### src/rtl/pwm_pkg.sv
// Shared definitions for the multi-channel PWM.
// Provides default widths, the per-channel configuration record and the
// helper that builds a write payload with the duty clamped to the period.
package pwm_pkg;

    localparam int unsigned CW_DEF  = 24;
    localparam int unsigned PSW_DEF = 8;
    // Config fields are held at a fixed maximum width; the upper bits stay zero
    // when CW is smaller, so the record type is independent of CW.
    localparam int unsigned CW_MAX  = 32;

    typedef struct packed {
        logic [CW_MAX-1:0] period;
        logic [CW_MAX-1:0] duty;
        logic              inv;
    } pwm_cfg_t;

    // Build a config with duty limited to period (duty > period means "always active").
    function automatic pwm_cfg_t make_cfg(input logic [CW_MAX-1:0] period,
                                          input logic [CW_MAX-1:0] duty,
                                          input logic              inv);
        pwm_cfg_t cfg;
        cfg.period = period;
        cfg.duty   = (duty > period) ? period : duty;
        cfg.inv    = inv;
        return cfg;
    endfunction

endpackage

### src/rtl/pwm_channel.sv
// One PWM channel: double-buffered config, period counter, compare, output register.
// Ports:
//   clk, rst_n   clock, synchronous active-low reset
//   tick_i       shared prescaler tick (counter advances only on tick)
//   en_i         run enable, level
//   wr_stb_i     write strobe already decoded for this channel
//   wr_cfg_i     clamped write payload
//   pwm_o        registered PWM output
//   done_o       one-clk pulse when the counter wraps
module pwm_channel
    import pwm_pkg::*;
#(
    parameter int unsigned CW = CW_DEF
) (
    input  logic     clk,
    input  logic     rst_n,
    input  logic     tick_i,
    input  logic     en_i,
    input  logic     wr_stb_i,
    input  pwm_cfg_t wr_cfg_i,
    output logic     pwm_o,
    output logic     done_o
);

    pwm_cfg_t          pend_q, pend_d;
    pwm_cfg_t          act_q, act_d;
    logic              pend_vld_q, pend_vld_d;
    logic [CW-1:0]     cnt_q, cnt_d;
    logic              pwm_q, pwm_d;
    logic              done_q, done_d;
    logic [CW_MAX-1:0] cnt_ext;
    logic              idle, at_end, wrap, load;

    // Period-end detection, load decision and next-state.
    always_comb begin
        cnt_ext    = CW_MAX'(cnt_q);
        idle       = (act_q.period == '0);
        // period-1 is only meaningful for a non-idle channel
        at_end     = !idle && (cnt_ext == (act_q.period - CW_MAX'(1)));
        wrap       = tick_i && en_i && at_end;
        // idle channels pick up a pending config on the very next cycle
        load       = pend_vld_q && (idle || wrap);

        pend_d     = pend_q;
        pend_vld_d = pend_vld_q;
        act_d      = act_q;
        cnt_d      = cnt_q;

        // load consumes the old pending value; a simultaneous write re-arms pend
        if (load) begin
            act_d      = pend_q;
            pend_vld_d = 1'b0;
        end
        if (wr_stb_i) begin
            pend_d     = wr_cfg_i;
            pend_vld_d = 1'b1;
        end

        if (!en_i || idle) begin
            cnt_d = '0;
        end else if (tick_i) begin
            cnt_d = at_end ? '0 : cnt_q + CW'(1);
        end

        done_d = wrap;
        pwm_d  = (en_i && !idle && (cnt_ext < act_q.duty)) ^ act_q.inv;
    end

    always_ff @(posedge clk) begin
        if (!rst_n) begin
            pend_q     <= '0;
            act_q      <= '0;
            pend_vld_q <= 1'b0;
            cnt_q      <= '0;
            pwm_q      <= 1'b0;
            done_q     <= 1'b0;
        end else begin
            pend_q     <= pend_d;
            act_q      <= act_d;
            pend_vld_q <= pend_vld_d;
            cnt_q      <= cnt_d;
            pwm_q      <= pwm_d;
            done_q     <= done_d;
        end
    end

    assign pwm_o  = pwm_q;
    assign done_o = done_q;

endmodule

### src/rtl/pwm_multi.sv
// Multi-channel PWM generator with a shared prescaler and one write port.
// Ports:
//   clk          system clock
//   reset        synchronous reset, active-low
//   prescale     tick every prescale+1 clk cycles
//   wr_en        write strobe; wr_ch selects the channel (out-of-range ignored)
//   wr_period    new period in ticks (0 = idle)
//   wr_duty      new high time in ticks (clamped to period)
//   wr_inv       new polarity (1 = inverted)
//   ch_enable    per-channel run enable
//   pwm_out      registered PWM outputs
//   period_done  one-clk pulse per channel wrap
module pwm_multi
    import pwm_pkg::*;
#(
    parameter  int unsigned NCH = 8,
    parameter  int unsigned CW  = CW_DEF,
    parameter  int unsigned PSW = PSW_DEF,
    localparam int unsigned CHW = (NCH > 1) ? $clog2(NCH) : 1
) (
    input  logic           clk,
    input  logic           reset,
    input  logic [PSW-1:0] prescale,
    input  logic           wr_en,
    input  logic [CHW-1:0] wr_ch,
    input  logic [CW-1:0]  wr_period,
    input  logic [CW-1:0]  wr_duty,
    input  logic           wr_inv,
    input  logic [NCH-1:0] ch_enable,
    output logic [NCH-1:0] pwm_out,
    output logic [NCH-1:0] period_done
);

    if (NCH < 1 || NCH > 16 || CW < 1 || CW > CW_MAX) begin : g_bad_param
        $error("pwm_multi: parameter out of range");
    end

    logic [PSW-1:0] psc_q, psc_d;
    logic           tick;
    logic           wr_ok;
    pwm_cfg_t       wr_cfg;

    // Free-running prescaler; a lowered prescale is not reloaded, the count wraps naturally.
    always_comb begin
        tick  = (psc_q == prescale);
        psc_d = tick ? '0 : psc_q + PSW'(1);
    end

    always_ff @(posedge clk) begin
        if (!reset) psc_q <= '0;
        else        psc_q <= psc_d;
    end

    always_comb begin
        wr_ok  = wr_en && (32'(wr_ch) < NCH);
        wr_cfg = make_cfg(CW_MAX'(wr_period), CW_MAX'(wr_duty), wr_inv);
    end

    for (genvar g = 0; g < NCH; g++) begin : g_ch
        pwm_channel #(.CW(CW)) u_ch (
            .clk      (clk),
            .rst_n    (reset),
            .tick_i   (tick),
            .en_i     (ch_enable[g]),
            .wr_stb_i (wr_ok && (wr_ch == CHW'(g))),
            .wr_cfg_i (wr_cfg),
            .pwm_o    (pwm_out[g]),
            .done_o   (period_done[g])
        );
    end

endmodule
### config.mk
export PLATFORM = sky130hd
export DESIGN_NAME = pwm_multi
export DESIGN_NICKNAME = d
export VERILOG_FILES = /design/src/rtl/pwm_pkg.sv /design/src/rtl/pwm_channel.sv /design/src/rtl/pwm_multi.sv
export SDC_FILE = /design/constraint.sdc
export NUM_CORES = 2
export LEC_CHECK = 0
export ABC_AREA = 1
export BUFFER_PORTS_ARGS = -buffer_cell sky130_fd_sc_hd__buf_2
export CORE_ASPECT_RATIO = 1.1
export CORE_UTILIZATION = 60
export DETAILED_ROUTE_END_ITERATION = 10
export PLACE_DENSITY_LB_ADDON = 0.3
export SLEW_MARGIN = 20
export SYNTH_ARGS = -nofsm -noshare
export SYNTH_HDL_FRONTEND = slang
export SYNTH_SLANG_ARGS = --single-unit
### constraint.sdc
create_clock -name clk -period 3.3 [get_ports clk]
set_input_delay 0.165 -clock clk [delete_from_list [all_inputs] [get_ports clk]]
set_output_delay 0.165 -clock clk [all_outputs]
set_load 0.01 [all_outputs]
==> impl_metrics.yaml <==
synth:
  synth.ff_latch_count: 1008
  avgSynthCellArea_um2: 6.773
  syn_inst: 8216
  yosysTopAreaCell: "dfxtp_1"
  synth.top_cell.area_share_pct: 36.26
  synthTopCellsByArea: "dfxtp_1 (36%), nand2_1 (10%), inv_1 (7.8%), nor2_1 (7.8%), nand3_1 (7.4%)"
  synth_area_um2: 55640
  async_reset_ff_share_pct: 0
  mappedNetlistNets: 8520
  synth_ff_type: "dfxtp_1"
  yosys_warnings: 0
  yosysSeqAreaShare_pct: 36.26
  synth_edf_count: 0
  ys_types: 55
finish:
  synthToLayoutAreaGrowth_pct: 9.637
  nFillCells: 8178
  fin_cells: 9461
  final_util_pct: 66.72
  mostFrequentLayoutCell: "nand2_1"
  drive_above_1_share_pct: 6.730
  final_cell_mix: "nand2_1 (1,494), inv_1 (1,157), nor2_1 (1,143)"
  multi_input_area_um2: 29280
  register_area_um2: 20190
  final_nets: 8492
placed_design:
  place_ws_ns: 0.3205
  post-dp-hpwl_um: 125000
  placed_cells: 9250
  place_congestion: 1.000
  port-buffer-count: 86
setup_path:
  cp_cell_sequence: "inv_1, ha_1, nand2_2, nor2_4, nand2_1, o21ai_1, nand2_1, nor2_1, nand2_1, nor2_1, nand2_1, nor2_2, nand3_1, nand2_2, buf_12, nand3_1, nand2_1, nor2_1"
  cp.required_ns: 3.88
  critPathSlowestCell: "dfxtp_1"
  crit_arrival_ns: 3.59
  path_common_cell: "nand2_1"
  critPathKind: "reg -> reg"
  startpoint_type: "flop"
  worstSetupEndpointType: "flop"
  cp_max_fo: 98
  crit_path_max_incr_delay_ns: 0.35
detailed_routing:
  drc_errors: 0
  drt_iter0_markers: 5488
  viasPerCell: 5.670
  drtPass1Iterations: 6
  dr_total_vias: 53640
  wl_um: 175700
  routedWlPerCell_um: 18.57
  final_antenna_net_count: 0
cts:
  cts_root_buf: "clkbuf_16"
  ctsHtreeMaxLevel: 3
  clk_pin_slew_worst_paths_ns: 0.06
  clk_path_buf_depth: 3
  clk_latency_ns: 0.71
  numClockSinks: 1008
  cts_tree: "yes"
  numCtsBuffers: 107
power_and_ir_drop:
  power.density_nw_per_um2: 572.8
  p_leak_nw: 28.25
  total_power_mw: 34.94
  ir_worst_vdd_uv: 1188
sta:
  tns_ns: 0
  worst_pin_slew_ns: 1.128
  relSlewSlack_pct: 24.79
  setup_viol: 0
  setup_slack_ns: 0.2833
  fmax_mhz: 331.5
  hold_violations: 0
  finalCritPeriodShare_pct: 91.42
  fin_crit_ns: 3.017
  drv_slew: 0
  skew_ns: 0.02674
  rsz0062_at_grt: "false"
floorplanning:
  die_h_um: 321.4
  num_rows: 116
  dieArea_um2: 93960
  die_w_um: 292.4
  io_pins: 87
  coreArea_um2: 91440
  initial_core_util_pct: 60.86
global_routing:
  grt_pass1_vias: 48950
  grt_usage_pct: 36.76
  grt_start_max_net_pins: 251
  grt_pass1_wl_um: 271300
  antenna_found_initial: 13
  globalRouteOverflowTotal: 0
worst_hold_path:
  worstHoldPathType: "in -> reg"
status:
  status: "finished clean"
run:
  cap_violations: 0
==> synth_stat cells, types with 10 or more instances <==
| library cell | instances |
|---|---|
| nand4_1 | 137 |
| a21oi_1 | 618 |
| nor3_2 | 10 |
| o21ai_0 | 304 |
| nand2_2 | 19 |
| o21bai_1 | 13 |
| xor2_1 | 191 |
| nand3_1 | 825 |
| ha_1 | 233 |
| nor3b_1 | 36 |
| nor2_2 | 43 |
| or2_2 | 14 |
| xnor2_1 | 85 |
| nor4_1 | 29 |
| buf_4 | 17 |
| nand2_1 | 1495 |
| dfxtp_1 | 1008 |
| buf_6 | 28 |
| nand3b_1 | 34 |
| clkinv_1 | 28 |
| nor2_4 | 17 |
| buf_1 | 40 |
| inv_1 | 1158 |
| nor3_1 | 81 |
| o211ai_1 | 200 |
| nor2_1 | 1151 |
| inv_2 | 20 |
| clkbuf_1 | 193 |
| o21ai_1 | 13 |
| a211oi_1 | 12 |
| buf_2 | 80 |
==> per-stage QoR <==
stage / hold WS [ns] / instance area (µm²)
global placement: 0.4397 / 57180
finish: 0.04522 / 61010
global route: 0.05541 / 60990
CTS: 0.0005408 / 60980
floorplan: 0.2999 / 55640
detailed placement: 0.4478 / 57180
==> kinds of logic (layout without fill, tap and decap cells) <==
kind of cell    count (synthesis)  after routing  synth area share, %
flops                        1008           1008                36.26
xor+xnor                      277            277                4.387
fa+ha+maj                     233            233                5.239
compound gates               1215           1215                12.25
other cells                     0              5                    0
simple gates                 3918           3918                30.61
buf+inv                      1565           1625                11.25
==> worst paths after layout <==
kind                                         startpoint  depth (start not counted)  slack [ns]                 endpoint
worst max-delay path             g_ch[0].u_ch.act_q[34]                         18        0.28    g_ch[0].u_ch.act_q[1]
worst min-delay path                        wr_duty[22]                          5        0.05  g_ch[7].u_ch.pend_q[23]
worst max register to register   g_ch[0].u_ch.act_q[34]                         18        0.28    g_ch[0].u_ch.act_q[1]
worst min register to register  g_ch[0].u_ch.pend_q[33]                          2        0.46  g_ch[0].u_ch.pend_q[33]
==> registers in the layout, indices dropped and copies added, names as in the netlist <==
signal                flops
g_ch.u_ch.pwm_o           8
g_ch.u_ch.cnt_q         192
g_ch.u_ch.done_o          8
psc_q                     8
g_ch.u_ch.pend_q        392
g_ch.u_ch.pend_vld_q      8
g_ch.u_ch.act_q         392
==> layer usage <==
layer,GRT usage [%],up-vias,wire [µm]
met4,16.92,12,8379
met2,58.59,2078,78360
met1,48.09,24650,71720
met5,0,-,82
li1,-,26430,-
met3,6.986,477,17150
==> layout make-up <==
cell class | instances | share of cell area (%)
inverter | 1206 | 7.420
tap | 1180 | 2.420
clock inverter | 45 | 1.028
multi-input combinational | 5643 | 47.99
antenna | 5 | 0.02051
clock buffer | 152 | 5.064
sequential | 1008 | 33.09
timing repair buffer | 222 | 2.966
==> timing repair <==
item	CTS	global route
endpoints found under the hold margin	23	0
hold buffers	9	0
gates resized for setup	0	2
setup endpoints to repair	0	12
buffers inserted	0	0
==> power by group <==
part | switching, mW | internal (mW) | total [mW]
sequential | 0.396 | 12.6 | 13.0
combinational | 6.37 | 2.79 | 9.16
clock | 5.34 | 7.42 | 12.8
==> worst max-delay path, delay by kind of cell, from the launching register on <==
family,cells,cell delay [ns]
fa+ha+maj,1,0.24
compound gates,1,0.18
buf+inv,2,0.48
flops,1,0.35
simple gates,14,1.61
(Power assumes the default switching activity.)
